<file path="config.mk">
export PLATFORM = sky130hd
export DESIGN_NAME = clkgen_ctrl
export DESIGN_NICKNAME = d
export VERILOG_FILES = /design/src/rtl/clkgen_pkg.sv /design/src/rtl/clkgen_dcnt.sv /design/src/rtl/clkgen_ctrl.sv
export SDC_FILE = /design/constraint.sdc
export NUM_CORES = 1
export LEC_CHECK = 0
export ABC_AREA = 0
export CAP_MARGIN = 20
export CORE_MARGIN = 5
export CORE_UTILIZATION = 31
export DETAILED_ROUTE_END_ITERATION = 6
export PLACE_DENSITY_LB_ADDON = 0.1
export SYNTH_ARGS = -nofsm -noshare
export SYNTH_HDL_FRONTEND = slang
export SYNTH_SLANG_ARGS = --single-unit
</file>
<file path="constraint.sdc">
create_clock -name clk -period 3.4 [get_ports clk]
set_input_delay 1.02 -clock clk [delete_from_list [all_inputs] [get_ports clk]]
set_output_delay 1.02 -clock clk [all_outputs]
set_load 0.1 [all_outputs]
</file>
<file path="src/rtl/clkgen_pkg.sv">
// ============================================================================
//  Module      : clkgen_pkg
//  Description : Shared types and constants for the clkgen_ctrl waveform
//                generator (FSM state encoding, configuration record).
//  Revision    : 1.0 - initial release
// ============================================================================
`default_nettype none

package clkgen_pkg;

    localparam int CNT_W_DEF = 16;

    typedef enum logic [1:0] {
        ST_IDLE  = 2'd0,
        ST_PHASE = 2'd1,
        ST_HIGH  = 2'd2,
        ST_LOW   = 2'd3
    } state_e;

    typedef struct packed {
        logic [CNT_W_DEF-1:0] period;
        logic [CNT_W_DEF-1:0] ton;
        logic [CNT_W_DEF-1:0] phase;
    } cfg_t;

endpackage

`default_nettype wire

</file>
<file path="src/rtl/clkgen_dcnt.sv">
// ============================================================================
//  Module      : clkgen_dcnt
//  Description : Loadable down-counter that stops at zero; load wins over en.
//  Revision    : 1.0 - initial release
// ============================================================================
`default_nettype none

module clkgen_dcnt #(
    parameter int W = 16
) (
    input  logic         clk,
    input  logic         rst,
    input  logic         load_i,
    input  logic         en_i,
    input  logic [W-1:0] load_val_i,
    output logic [W-1:0] value_o,
    output logic         zero_o
);

    logic [W-1:0] value_q;

    always_ff @(posedge clk or posedge rst) begin
        if (rst) begin
            value_q <= '0;
        end else if (load_i) begin
            value_q <= load_val_i;
        end else if (en_i && (value_q != '0)) begin
            value_q <= value_q - W'(1);
        end
    end

    assign value_o = value_q;
    assign zero_o  = (value_q == '0);

endmodule

`default_nettype wire

</file>
<file path="src/rtl/clkgen_ctrl.sv">
// ============================================================================
//  Module      : clkgen_ctrl
//  Description : Programmable clock/waveform generator with period, high time
//                and start phase. Optional CLKGEN_PERIOD_CNT_EN adds a
//                saturating 32-bit count of generated periods (period_cnt).
//  Revision    : 1.0 - initial release
// ============================================================================
`default_nettype none

module clkgen_ctrl
    import clkgen_pkg::*;
#(
    parameter int CNT_W = CNT_W_DEF
) (
    input  logic             clk,
    input  logic             rst,
    input  logic             cfg_valid,
    output logic             cfg_ready,
    input  logic [CNT_W-1:0] cfg_period,
    input  logic [CNT_W-1:0] cfg_ton,
    input  logic [CNT_W-1:0] cfg_phase,
    output logic             cfg_err,
    input  logic             start,
    input  logic             stop,
    output logic             clk_out,
    output logic             busy
`ifdef CLKGEN_PERIOD_CNT_EN
    ,
    output logic [31:0]      period_cnt
`endif
);

    state_e           state_q, state_d;
    cfg_t             cfg_q;
    logic             cfg_loaded_q;
    logic             stop_pend_q;
    logic             cfg_ready_q;
    logic             cfg_err_q;
    logic             clk_out_q;

    logic             handshake;
    logic             cfg_ok;
    logic             start_go;
    logic             stop_seen;
    logic             cnt_load;
    logic             cnt_en;
    logic [CNT_W-1:0] cnt_load_val;
    logic [CNT_W-1:0] cnt_value;
    logic             cnt_zero;
    logic [CNT_W-1:0] ton_m1;
    logic [CNT_W-1:0] low_m1;
    logic [CNT_W-1:0] phase_m1;

    assign handshake = cfg_valid && cfg_ready_q;
    assign cfg_ok    = (cfg_period >= CNT_W'(2)) && (cfg_ton >= CNT_W'(1)) &&
                       (cfg_ton <= (cfg_period - CNT_W'(1)));
    // A coinciding handshake or stop suppresses start.
    assign start_go  = (state_q == ST_IDLE) && start && !stop && cfg_loaded_q && !handshake;
    assign stop_seen = stop_pend_q || stop;

    // Reload values are count-1 so the counter only ever runs down to zero.
    assign ton_m1    = CNT_W'(cfg_q.ton) - CNT_W'(1);
    assign low_m1    = CNT_W'(cfg_q.period) - CNT_W'(cfg_q.ton) - CNT_W'(1);
    assign phase_m1  = CNT_W'(cfg_q.phase) - CNT_W'(1);

    always_ff @(posedge clk or posedge rst) begin
        if (rst) begin
            state_q     <= ST_IDLE;
            clk_out_q   <= 1'b0;
            cfg_ready_q <= 1'b0;
            cfg_err_q   <= 1'b0;
            stop_pend_q <= 1'b0;
        end else begin
            state_q     <= state_d;
            clk_out_q   <= (state_d == ST_HIGH);
            cfg_ready_q <= (state_d == ST_IDLE);
            cfg_err_q   <= handshake && !cfg_ok;
            stop_pend_q <= (state_d == ST_IDLE) ? 1'b0 : (stop_pend_q || (busy && stop));
        end
    end

    always_comb begin
        state_d      = state_q;
        cnt_load     = 1'b0;
        cnt_load_val = '0;
        case (state_q)
            ST_IDLE: begin
                if (start_go) begin
                    cnt_load = 1'b1;
                    if (cfg_q.phase == '0) begin
                        state_d      = ST_HIGH;
                        cnt_load_val = ton_m1;
                    end else begin
                        state_d      = ST_PHASE;
                        cnt_load_val = phase_m1;
                    end
                end
            end
            ST_PHASE: begin
                if (stop_seen) begin
                    state_d = ST_IDLE;
                end else if (cnt_zero) begin
                    state_d      = ST_HIGH;
                    cnt_load     = 1'b1;
                    cnt_load_val = ton_m1;
                end
            end
            ST_HIGH: begin
                if (cnt_zero) begin
                    state_d      = ST_LOW;
                    cnt_load     = 1'b1;
                    cnt_load_val = low_m1;
                end
            end
            ST_LOW: begin
                if (cnt_zero) begin
                    if (stop_seen) begin
                        state_d = ST_IDLE;
                    end else begin
                        state_d      = ST_HIGH;
                        cnt_load     = 1'b1;
                        cnt_load_val = ton_m1;
                    end
                end
            end
            default: state_d = ST_IDLE;
        endcase
    end

    always_comb begin
        busy      = (state_q != ST_IDLE);
        cnt_en    = busy && (cnt_value != '0);
        cfg_ready = cfg_ready_q;
        cfg_err   = cfg_err_q;
        clk_out   = clk_out_q;
    end

    always_ff @(posedge clk or posedge rst) begin
        if (rst) begin
            cfg_q        <= '0;
            cfg_loaded_q <= 1'b0;
        end else if (handshake && cfg_ok) begin
            cfg_q.period <= CNT_W_DEF'(cfg_period);
            cfg_q.ton    <= CNT_W_DEF'(cfg_ton);
            cfg_q.phase  <= CNT_W_DEF'(cfg_phase);
            cfg_loaded_q <= 1'b1;
        end
    end

    clkgen_dcnt #(
        .W (CNT_W)
    ) u_dcnt (
        .clk        (clk),
        .rst        (rst),
        .load_i     (cnt_load),
        .en_i       (cnt_en),
        .load_val_i (cnt_load_val),
        .value_o    (cnt_value),
        .zero_o     (cnt_zero)
    );

`ifdef CLKGEN_PERIOD_CNT_EN
    logic [31:0] period_cnt_q;

    // A start that enters HIGH directly already counts as the first period.
    always_ff @(posedge clk or posedge rst) begin
        if (rst) begin
            period_cnt_q <= '0;
        end else if (start_go) begin
            period_cnt_q <= (state_d == ST_HIGH) ? 32'd1 : 32'd0;
        end else if ((state_d == ST_HIGH) && (state_q != ST_HIGH) && (period_cnt_q != '1)) begin
            period_cnt_q <= period_cnt_q + 32'd1;
        end
    end

    assign period_cnt = period_cnt_q;
`endif

endmodule

`default_nettype wire

</file>
# ---- Yosys cells after proc, flatten, opt, wreduce, memory -nomap -nowiden
# Index checks and enable logic that the tools add are counted.
dict set report totals {
  ram_bits 0
  latch_bits 0
  romBits 0
  ff_bits 71
  inputBits 53
  n_memories 0
  word_cells 72
}
dict set report op_classes {
  n_reduce_logical 24
  n_lt_le_gt_ge 3
  shift 0
  bitwise_logic 0
  mux 25
  eq_ne 4
  n_addsub 6
  n_div 0
  multipliers 0
}
# operator n
set op_table {}
lappend op_table {{2-to-1 mux 16 bit} 9}
lappend op_table {{subtractor 16 x 1 -> 16 bit (second input constant)} 5}
lappend op_table {{one-hot mux 16 bit (4 select lines)} 1}
lappend op_table {{zero test 16 bit} 2}
lappend op_table {{>= comparator 16 x 1 -> 1 bit (second input constant)} 1}
lappend op_table {{>= comparator 16 x 2 -> 1 bit (second input constant)} 1}
lappend op_table {{<= comparator 16 bit} 1}
lappend op_table {{nonzero test 16 bit} 1}
lappend op_table {{subtractor 16 bit} 1}
lappend op_table {{2-to-1 mux 2 bit} 7}
lappend op_table {{logical AND 1 bit} 12}
lappend op_table {{one-hot mux 2 bit (4 select lines)} 1}
lappend op_table {{== test 2 bit (second input constant)} 3}
lappend op_table {{2-to-1 mux 1 bit} 6}
lappend op_table {{zero test 2 bit} 2}
lappend op_table {{one-hot mux 1 bit (4 select lines)} 1}
lappend op_table {{nonzero test 2 bit} 2}
lappend op_table {{zero test 1 bit} 3}
lappend op_table {{== test 2 x 1 -> 1 bit (second input constant)} 1}
lappend op_table {{logical OR 1 bit} 2}

# ---- Longest topological paths before layout
# Gate-level depths: netlist (run 1).
dict set report logic_depth {
  word_depth 9
  ltp_mapped 15
  depth_no_buf 13
}

# ---- Hierarchy
# A second synthesis (run 1) with hierarchy kept.
dict set report hier_totals {
  hier_cells 584
  hier_area_um2 5446.5
}
# module n_inst cells_each seq_area_each_um2 area_per_inst_um2
set modules_own_cells {}
lappend modules_own_cells {clkgen_ctrl 1 461 1376.3 4389.2}
lappend modules_own_cells {clkgen_dcnt 1 123 400.4 1057.3}

# ---- Least setup slack after synthesis (run 1)
# OpenSTA, ideal clock, no wires.
dict set report synth_timing {
  path_kind {input port to flip-flop}
  from {input cfg_period[4]}
  to {register cfg_q[16] (netlist name)}
  path_stages 15
  arrival_time_ns 4.168
  n_path_buf 3
  required_ns 3.313
  setup_slack_ns -0.854
  setup_ns 0.087
  cell_sequence {clkbuf_1 > nor4_2 > or4b_4 > nor2_1 > nand2_1 > xor2_1 > ha_1 > nand4_1 > nor4_1 > clkbuf_1 > clkbuf_1 > nand3_1 > mux2_2 > o31a_1 > o211ai_1}
}
dict set report synth_via {
  elab_chain_cells 4
  elab_cells_between_ends 6
  classes_between {add/sub (1); order compare (2); reduce/logical (3)}
}
# element line_no
set synth_lines {}
lappend synth_lines {{start: declaration} clkgen_ctrl.sv:19} ;# input logic [CNT_W-1:0] cfg_period,
lappend synth_lines {{subtractor 16 x 1 -> 16 bit or >= comparator 16 x 2 -> 1 bit (tied branches)} {clkgen_ctrl.sv:56, clkgen_ctrl.sv:55}}
lappend synth_lines {{<= comparator 16 bit or logical AND 1 bit (tied branches)} {clkgen_ctrl.sv:56, clkgen_ctrl.sv:55}}
lappend synth_lines {{logical AND 1 bit *} clkgen_ctrl.sv:55} ;# assign cfg_ok = (cfg_period >= CNT_W'(2)) && (cfg_ton >= CNT_W'(1)) &&
lappend synth_lines {{logical AND 1 bit *} clkgen_ctrl.sv:142} ;# end else if (handshake && cfg_ok) begin
lappend synth_lines {{end: declaration} clkgen_ctrl.sv:34} ;# cfg_t cfg_q;
# Mark *: on every way between the ends. The rest lies on a longest branch, timed or not.
# A chain may end at the register's enable or synchronous reset.

# ---- Worst setup path in the final report (run 1)
dict set report layout_timing {
  from {input cfg_period[3]}
  to {register cfg_q[25] (netlist name)}
}
# The elaborated chain is that of the path after synthesis.

==> flow_summary.json, run 1 <==
{
  "rows": 56,
  "initial_core_util_pct": 31.5,
  "fin_ws_ns": -0.493,
  "clock_tree.root_cell": "clkbuf_16",
  "wl_microns": 28400,
  "p_comb_share_pct": 18.4,
  "synth_cells": 928,
  "seq_power_share_pct": 36.0,
  "synthArstFlopShare_pct": 100,
  "power_mw": 2.34,
  "violations": "negative setup slack",
  "fillers": 2428,
  "power_switching_mw": 0.671,
  "yosysUniqueCellTypes": 64,
  "cts.clk_slew.worst_paths_ns": 0.07,
  "period_minus_slack_ns": 3.89,
  "fin_area_sq_um": 9860,
  "synth_most_common_cell": "nand3_1",
  "grt_pass1_wl_microns": 42000,
  "clk_latency_ns": 0.36,
  "report.final.setup_viol": 50,
  "die_w_microns": 165,
  "arrival_ns": 4.16,
  "synth_top_area_share_pct": 23.9,
  "synth_nets": 1020,
  "fin_crit_sh_pct": 114,
  "fmax_mhz": 257,
  "avgSynthCellArea_sq_um": 8.00,
  "p_leak_nw": 4.38,
  "rsz0062_at_grt": "yes",
  "dr.first_iter.drc_count": 575,
  "critPathMaxFanout": 7,
  "yosys-top-cells-count": "nand3_1, o211ai_1, nand2_1",
  "antenna_found_initial": 0,
  "worst_pin_slew_ns": 0.737,
  "hold_ws_ns": 0.481,
  "hpwl_microns": 19900,
  "ant_nets": 0,
  "drtPass1Iterations": 5,
  "cts_sinks": 71,
  "synthAdderAreaFrac_pct": 6.67,
  "grt_overflow_total": 0,
  "io_pins": 57,
  "final_core_util_pct": 41.9,
  "irDropWorstVdd_mv": 0.207,
  "relSlewSlack_pct": 50.4,
  "htreeDepth": 3,
  "yosysSeqAreaShare_pct": 23.9,
  "drc": 0,
  "vias": 7710,
  "setup-tns-final_ns": -21.50,
  "tritoncts": "built",
  "port_buffers": 56,
  "drv_slew": 0,
  "gp_congestion": 0.879,
  "worstPathRequired_ns": 3.66,
  "synth_area_leader_cell": "dfrtp_1",
  "num-nets-final": 1130,
  "switching_share_pct": 28.7,
  "synth_xor_area_share_pct": 6.96,
  "synth_compound_area_share_pct": 23.7,
  "synth_top_family_by_area": "simple AND/OR/NAND/NOR gates",
  "place_area_sq_um": 8890,
  "core_area_sq_um": 23500,
  "n_antenna_cell": 0,
  "synth_mux_area_share_pct": 7.77,
  "drive_gt1_share_pct": 19.6,
  "synth_edf_count": 0,
  "ys_top_cells_by_area": "dfrtp_1, nand3_1, o211ai_1, ha_1, o31a_1",
  "status": "finished, violations left",
  "yosysWarnings": 0,
  "vias_per_cell": 5.66,
  "synth_top_flop_cell": "dfrtp_1",
  "clockPowerShare_pct": 45.5,
  "synth_area_sq_um": 7430,
  "finalHoldViolations": 0,
  "die_area_sq_um": 27200,
  "ys_seq_elements": 71,
  "hold_class": "reg -> reg",
  "cts_max_path_buffers": 2,
  "grt_start_max_net_pins": 89,
  "critical_path_class": "in -> reg",
  "startpoint_type": "primary input",
  "endpoint_kind": "register",
  "track_usage_pct": 19.8,
  "die_h_microns": 165,
  "grt_pass1_vias": 7308,
  "area_delta_synth_final_pct": 32.7,
  "maxCapViolCount": 0,
  "wl_per_cell_microns": 20.8,
  "cts_buffers": 9,
  "synth-simple-area-share_pct": 24.9,
  "p_int_mw": 1.67,
  "p_per_area_nw_per_um2": 238,
  "fin_skew_ns": 0.0177
}
sequential cells by signal (all words and copies together) (netlist names):
name / count
cfg_err: 1
cfg_loaded_q: 1
cfg_q: 48
cfg_ready: 1
clk_out: 1
state_q: 2
stop_pend_q: 1
u_dcnt.value_o: 16
logic make-up after synthesis:
logic type | Yosys count
and+or+nand+nor | 360
AOI/OAI and AO/OA | 238
buffers and inverters | 106
DFF | 71
xor gates and xnor gates | 59
muxes | 55
adders and majority gates | 39
power by group through the flow:
stage | registers, mW | logic (mW) | clock network (mW)
after floorplan | 0.861 | 0.142 | 0
after global placement | 0.860 | 0.310 | 0
after detailed placement | 0.860 | 0.307 | 0
after CTS | 0.844 | 0.320 | 1.08
after global routing | 0.844 | 0.461 | 1.11
final | 0.844 | 0.431 | 1.07
routing by layer:
layer / vias up / global-route usage (%) / routed length, microns
met5: - / 0 / 0
met4: 0 / 5.90 / 642
met3: 30 / 2.20 / 927
met2: 184 / 31.1 / 13000
met1: 3736 / 28.5 / 13800
li1: 3760 / - / -
final timing paths:
path	from	endpoint	slack, ns	depth (start not counted)
worst max-delay path	cfg_period[3]	cfg_q[25]$_DFFE_PP0P_	-0.49	16
worst min-delay path	cfg_loaded_q$_DFFE_PP0P_	cfg_loaded_q$_DFFE_PP0P_	0.48	1
worst max register to register	cfg_q[16]$_DFFE_PP0P_	u_dcnt.value_o[12]$_DFFE_PP0P_	0.31	9
worst min register to register	cfg_loaded_q$_DFFE_PP0P_	cfg_loaded_q$_DFFE_PP0P_	0.48	1
max in group asynchronous	rst	cfg_q[5]$_DFFE_PP0P_	1.75	3
min in group asynchronous	rst	cfg_q[6]$_DFFE_PP0P_	1.01	2
cells in the final DEF (no fill, tap or decap), types with 33 or more instances in the layout:
cell	synthesis	final
nand3_1	117	107
buf_4	0	91
o211ai_1	76	76
nand2_1	74	72
dfrtp_1	71	71
o31a_1	48	48
clkdlybuf4s50_1	0	42
xnor2_1	41	41
nor2_1	42	39
ha_1	38	38
mux2i_1	34	34
and3_1	36	33
per-stage QoR:
stage / instances / setup WS (ns)
final: 1362 / -0.493
after global placement: 1313 / -1.31
after CTS: 1346 / -0.492
after floorplan: 928 / -0.524
after global routing: 1362 / -0.581
after detailed placement: 1313 / -1.33
cell type report:
cell class | instances | area, sq um | area share (%)
inverters | 29 | 110 | 1.12
clock inverters | 6 | 73.8 | 0.749
flip-flops and latches | 71 | 1780 | 18.0
multi-input cells | 753 | 5480 | 55.6
well taps | 319 | 399 | 4.05
clock buffers | 10 | 239 | 2.42
repair buffers | 174 | 1770 | 18.0
timing repair:
item	4_1_cts	5_1_grt
pin swaps	15	29
resized for setup	57	25
hold buffers	0	0
cloned	3	13
setup buffers	14	6
endpoints found under the setup margin	50	50
critical path: stages:
cell	delay, ns
clkdlybuf4s50_1	0.50
nor2_4	0.17
nand3_1	0.13
buf_4	0.19
nor2_4	0.12
nand2_2	0.06
xor2_1	0.15
ha_1	0.31
buf_4	0.14
a21o_1	0.14
a21o_1	0.21
buf_6	0.14
a211o_4	0.37
clkbuf_16	0.18
o31a_1	0.24
o211ai_1	0.08
(Power assumes the default switching activity.)
==> inputs of run 2 (changes only) <==
Settings changed: RECOVER_POWER set to 100.
==> flow_summary.json, run 2 (synthesized netlist as in run 1, its figures left out) <==
{
  "drv_slew": 0,
  "multiInputGateArea_sq_um": 5470,
  "die_w_microns": 165,
  "cts_buffers": 9,
  "p_per_area_nw_per_um2": 238,
  "min_path_cells": 1,
  "critical_path_class": "in -> reg",
  "fillers": 2429,
  "final_cell_mix": "nand3_1, buf_4, o211ai_1, nand2_1, dfrtp_1",
  "setup-tns-final_ns": -21.38,
  "drtPass1Iterations": 5,
  "tritoncts": "built",
  "hold_class": "reg -> reg",
  "report.final.setup_viol": 50,
  "antenna_found_initial": 0,
  "wl_met2_microns": 13000,
  "fin_skew_ns": 0.0150,
  "gp_congestion": 0.879,
  "worstHoldStart": "cfg_loaded_q$_DFFE_PP0P_",
  "relSlewSlack_pct": 18.3,
  "critPathMaxFanout": 7,
  "cts_sinks": 71,
  "ant_nets": 0,
  "clock_tree.root_cell": "clkbuf_16",
  "area_delta_synth_final_pct": 32.1,
  "vias": 7719,
  "fin_area_sq_um": 9810,
  "critPathMaxStageDelay_ns": 0.50,
  "dp_slack_ns": -1.33,
  "fmax_mhz": 257,
  "worstRegToRegCells": 6,
  "violations": "negative setup slack",
  "die_area_sq_um": 27200,
  "maxCapViolCount": 0,
  "num-nets-final": 1130,
  "rows": 56,
  "irDropWorstVdd_mv": 0.213,
  "grt_pass1_wl_microns": 42000,
  "status": "finished, violations left",
  "vias_per_cell": 5.67,
  "final_cells": 1362,
  "grt_overflow_total": 0,
  "drive_gt1_share_pct": 19.1,
  "holdPathEnd": "cfg_loaded_q$_DFFE_PP0P_",
  "n_antenna_cell": 0,
  "p_leak_nw": 4.34,
  "finalHoldViolations": 0,
  "wl_met3_microns": 1020,
  "rsz0062_at_grt": "yes",
  "arrival_ns": 4.16,
  "cts.clk_slew.worst_paths_ns": 0.07,
  "regMostFlops": "cfg_q",
  "dr.first_iter.drc_count": 560,
  "grt_pass1_vias": 7308,
  "wirelength_met1_microns": 13800,
  "fin_crit_sh_pct": 114,
  "r2r_slack_ns": 0.02,
  "regArea_sq_um": 1780,
  "crit_slowest_cell": "clkdlybuf4s50_1",
  "wl_per_cell_microns": 20.9,
  "hpwl_microns": 19900,
  "endpoint_kind": "register",
  "port_buffers": 56,
  "fin_ws_ns": -0.488,
  "clk_latency_ns": 0.36,
  "cts_max_path_buffers": 2,
  "htreeDepth": 3,
  "dpl.cell_count": 1313,
  "final_common_cell": "nand3_1",
  "track_usage_pct": 19.8,
  "cp_cell_sequence": "clkdlybuf4s50_1, nor2_4, nand3_1, buf_4, nor2_4, nand2_2, xor2_1, ha_1, buf_4, a21o_1, a21o_1, buf_6, a211o_4, clkbuf_16, o31a_1, o211ai_1",
  "cp_top_family": "buffers and inverters",
  "place_area_sq_um": 8890,
  "period_minus_slack_ns": 3.89,
  "initial_core_util_pct": 31.5,
  "core_area_sq_um": 23500,
  "highest_layer": "met4",
  "startpoint_type": "primary input",
  "wl_microns": 28500,
  "r2r_start": "u_dcnt.value_o[2]$_DFFE_PP0P_",
  "grt_start_max_net_pins": 89,
  "r2r_end": "u_dcnt.value_o[10]$_DFFE_PP0P_",
  "worst_pin_slew_ns": 1.22,
  "largest_reg_flops": 48,
  "critPathBufInv": 5,
  "worstPathRequired_ns": 3.67,
  "die_h_microns": 165,
  "drc": 0,
  "io_pins": 57
}
-- run 2: through the flow --
stage / hold slack [ns] / utilization, % / total power, mW
after floorplan: 0.441 / - / 1.00
after global placement: 0.456 / 37.8 / 1.17
after detailed placement: 0.463 / 37.8 / 1.17
after CTS: 0.479 / 40.4 / 2.24
after global routing: 0.498 / 41.7 / 2.42
final: 0.481 / 41.7 / 2.34
-- run 2: final cells by class --
type	count	share of cell area, %
clock inverter	6	0.752
inverter	29	1.12
clock buffer	10	2.44
sequential	71	18.1
tap	319	4.07
multi-input combinational	753	55.7
timing repair buffer	174	17.8
-- run 2: repair_timing --
action	CTS	global route
buffers inserted	14	6
setup endpoints to repair	50	50
cloned	3	13
hold endpoints to repair	0	0
gates resized for setup	57	25
hold buffers	0	0
pin swaps	15	29
-- run 2: worst max-delay path by stage --
stage | from | slack, ns | depth (start not counted) | endpoint
final | cfg_period[3] | -0.49 | 16 | cfg_q[25]$_DFFE_PP0P_
after global routing | cfg_period[3] | -0.58 | 16 | cfg_q[23]$_DFFE_PP0P_
after CTS | cfg_period[7] | -0.49 | 17 | cfg_q[18]$_DFFE_PP0P_
after detailed placement | cfg_period[4] | -1.33 | 14 | cfg_loaded_q$_DFFE_PP0P_
after global placement | cfg_period[4] | -1.31 | 14 | cfg_loaded_q$_DFFE_PP0P_
after floorplan | cfg_period[4] | -0.52 | 15 | cfg_q[10]$_DFFE_PP0P_
-- run 2: routing by layer --
metal | up-vias | GRT usage, %
li1 | 3764 | -
met5 | - | 0
met2 | 206 | 31.1
met4 | 0 | 5.90
met3 | 35 | 2.20
met1 | 3714 | 28.5
-- run 2: report_power, final --
part	switching, mW	total [mW]	internal, mW
Clock	0.465	1.07	0.602
Sequential	0.00000534	0.844	0.844
Combinational	0.208	0.429	0.222
Total	0.672	2.34	1.67
==> inputs of run 3 (changes only) <==
Settings changed: ABC_AREA 0 to unset, GPL_TIMING_DRIVEN set to 0.
==> flow_summary.json, run 3 (synthesized netlist as in run 1, its figures left out) <==
{
  "wl_per_cell_microns": 21.3,
  "cts.clk_slew.worst_paths_ns": 0.06,
  "setup-tns-final_ns": -18.42,
  "dpl.cell_count": 1304,
  "r2r_end": "u_dcnt.value_o[12]$_DFFE_PP0P_",
  "hold_class": "reg -> reg",
  "hpwl_microns": 22300,
  "fin_ws_ns": -0.419,
  "critPathMaxFanout": 8,
  "grt_start_max_net_pins": 51,
  "fmax_mhz": 262,
  "die_h_microns": 165,
  "fin_skew_ns": 0.0142,
  "worstRegToRegCells": 8,
  "regMostFlops": "cfg_q",
  "area_delta_synth_final_pct": 26.2,
  "final_core_util_pct": 39.8,
  "rsz0062_at_grt": "yes",
  "antenna_found_initial": 0,
  "violations": "negative setup slack",
  "io_pins": 57,
  "fin_area_sq_um": 9370,
  "cts_sinks": 71,
  "worstPathRequired_ns": 3.62,
  "place_area_sq_um": 8610,
  "arrival_ns": 4.04,
  "p_per_area_nw_per_um2": 241,
  "endpoint_kind": "register",
  "drv_slew": 0,
  "fin_crit_sh_pct": 112,
  "die_w_microns": 165,
  "grt_overflow_total": 0,
  "final_cells": 1339,
  "fillers": 2523,
  "ant_nets": 0,
  "grt_pass1_vias": 7569,
  "critical_path_class": "in -> reg",
  "status": "finished, violations left",
  "wl_microns": 28600,
  "track_usage_pct": 21.5,
  "p_leak_nw": 4.08,
  "vias": 7552,
  "htreeDepth": 3,
  "finalHoldViolations": 0,
  "core_area_sq_um": 23500,
  "drtPass1Iterations": 5,
  "report.final.setup_viol": 52,
  "drive_gt1_share_pct": 13.2,
  "r2r_slack_ns": 0.28,
  "largest_reg_flops": 48,
  "clk_latency_ns": 0.35,
  "r2r_start": "cfg_q[32]$_DFFE_PP0P_",
  "worstHoldStart": "cfg_loaded_q$_DFFE_PP0P_",
  "irDropWorstVdd_mv": 0.183,
  "tritoncts": "built",
  "cts_buffers": 9,
  "holdPathEnd": "cfg_loaded_q$_DFFE_PP0P_",
  "gp_congestion": 0.902,
  "port_buffers": 55,
  "hold_ws_ns": 0.485,
  "cts_max_path_buffers": 2,
  "worst_pin_slew_ns": 1.16,
  "regArea_sq_um": 1780,
  "drc": 0,
  "dr.first_iter.drc_count": 405,
  "period_minus_slack_ns": 3.82,
  "maxCapViolCount": 0,
  "die_area_sq_um": 27200,
  "multiInputGateArea_sq_um": 5420,
  "relSlewSlack_pct": 22.9,
  "startpoint_type": "primary input",
  "clock_tree.root_cell": "clkbuf_16",
  "initial_core_util_pct": 31.5,
  "n_antenna_cell": 0,
  "dp_slack_ns": -1.86,
  "final_common_cell": "nand3_1",
  "rows": 56,
  "vias_per_cell": 5.64,
  "num-nets-final": 1107,
  "min_path_cells": 1,
  "grt_pass1_wl_microns": 45100,
  "power_mw": 2.26,
  "final_cell_mix": "nand3_1, o211ai_1, nand2_1, dfrtp_1, o31a_1"
}
run 3: cell types whose count changed in the layout (fill, tap and decap cells not counted), moves of 4 or more:
cell,before,now
buf_12,7,2
clkdlybuf4s50_1,41,35
clkbuf_2,2,10
buf_2,1,5
dlygate4sd2_1,5,10
clkbuf_1,3,37
clkbuf_4,1,6
buf_4,86,12
dlygate4sd3_1,1,6
run 3: critical path, cell delays in order:
cell and delay (ns):
clkbuf_16 0.12, nor4_4 0.33, or4b_4 0.56, nor2_4 0.12
nand2_2 0.06, xor2_1 0.16, ha_1 0.33, a21o_1 0.16
a21o_1 0.15, a211o_1 0.27, buf_8 0.16, clkbuf_16 0.17
clkbuf_16 0.15, o211ai_1 0.18, nand3_1 0.10
run 3: power by group:
| part | internal (mW) | switching [mW] |
|---|---|---|
| combinational | 0.165 | 0.179 |
| clock | 0.649 | 0.420 |
| sequential | 0.844 | 0.00000497 |
| total | 1.66 | 0.599 |
run 3: how the worst max path moves through the flow:
stage                              from               endpoint  slack [ns]  cells after the start
final                     cfg_period[4]   cfg_q[2]$_DFFE_PP0P_       -0.42                     15
after global routing      cfg_period[4]   cfg_q[2]$_DFFE_PP0P_       -0.61                     15
after CTS                 cfg_period[4]  cfg_q[22]$_DFFE_PP0P_       -0.49                     16
after detailed placement  cfg_period[6]  cfg_q[10]$_DFFE_PP0P_       -1.86                     14
after global placement    cfg_period[6]  cfg_q[10]$_DFFE_PP0P_       -1.84                     14
after floorplan           cfg_period[4]  cfg_q[10]$_DFFE_PP0P_       -0.52                     15
run 3: area by class of cell:
cell class,count,share of cell area [%]
Multi-Input combinational cell,751,57.9
Sequential cell,71,19.0
Timing Repair Buffer,76,8.10
Buffer,77,6.19
Tap cell,319,4.26
Clock buffer,10,2.44
Inverter,29,1.17
Clock inverter,6,1.00
run 3: routing by layer:
metal	GRT usage [%]	vias to the layer above	part of all wire [%]
met5	0	-	0
met4	7.18	0	3.1
met3	3.77	36	4.0
met2	34.6	168	46
met1	29.2	3641	47
li1	-	3707	-
run 3: timing repair:
action,CTS,global route
endpoints found under the setup margin,51,51
hold buffers,0,0
resized for setup,82,28
setup buffers,10,3
pin swaps,25,24
hold endpoints to repair,0,0
cloned,5,0
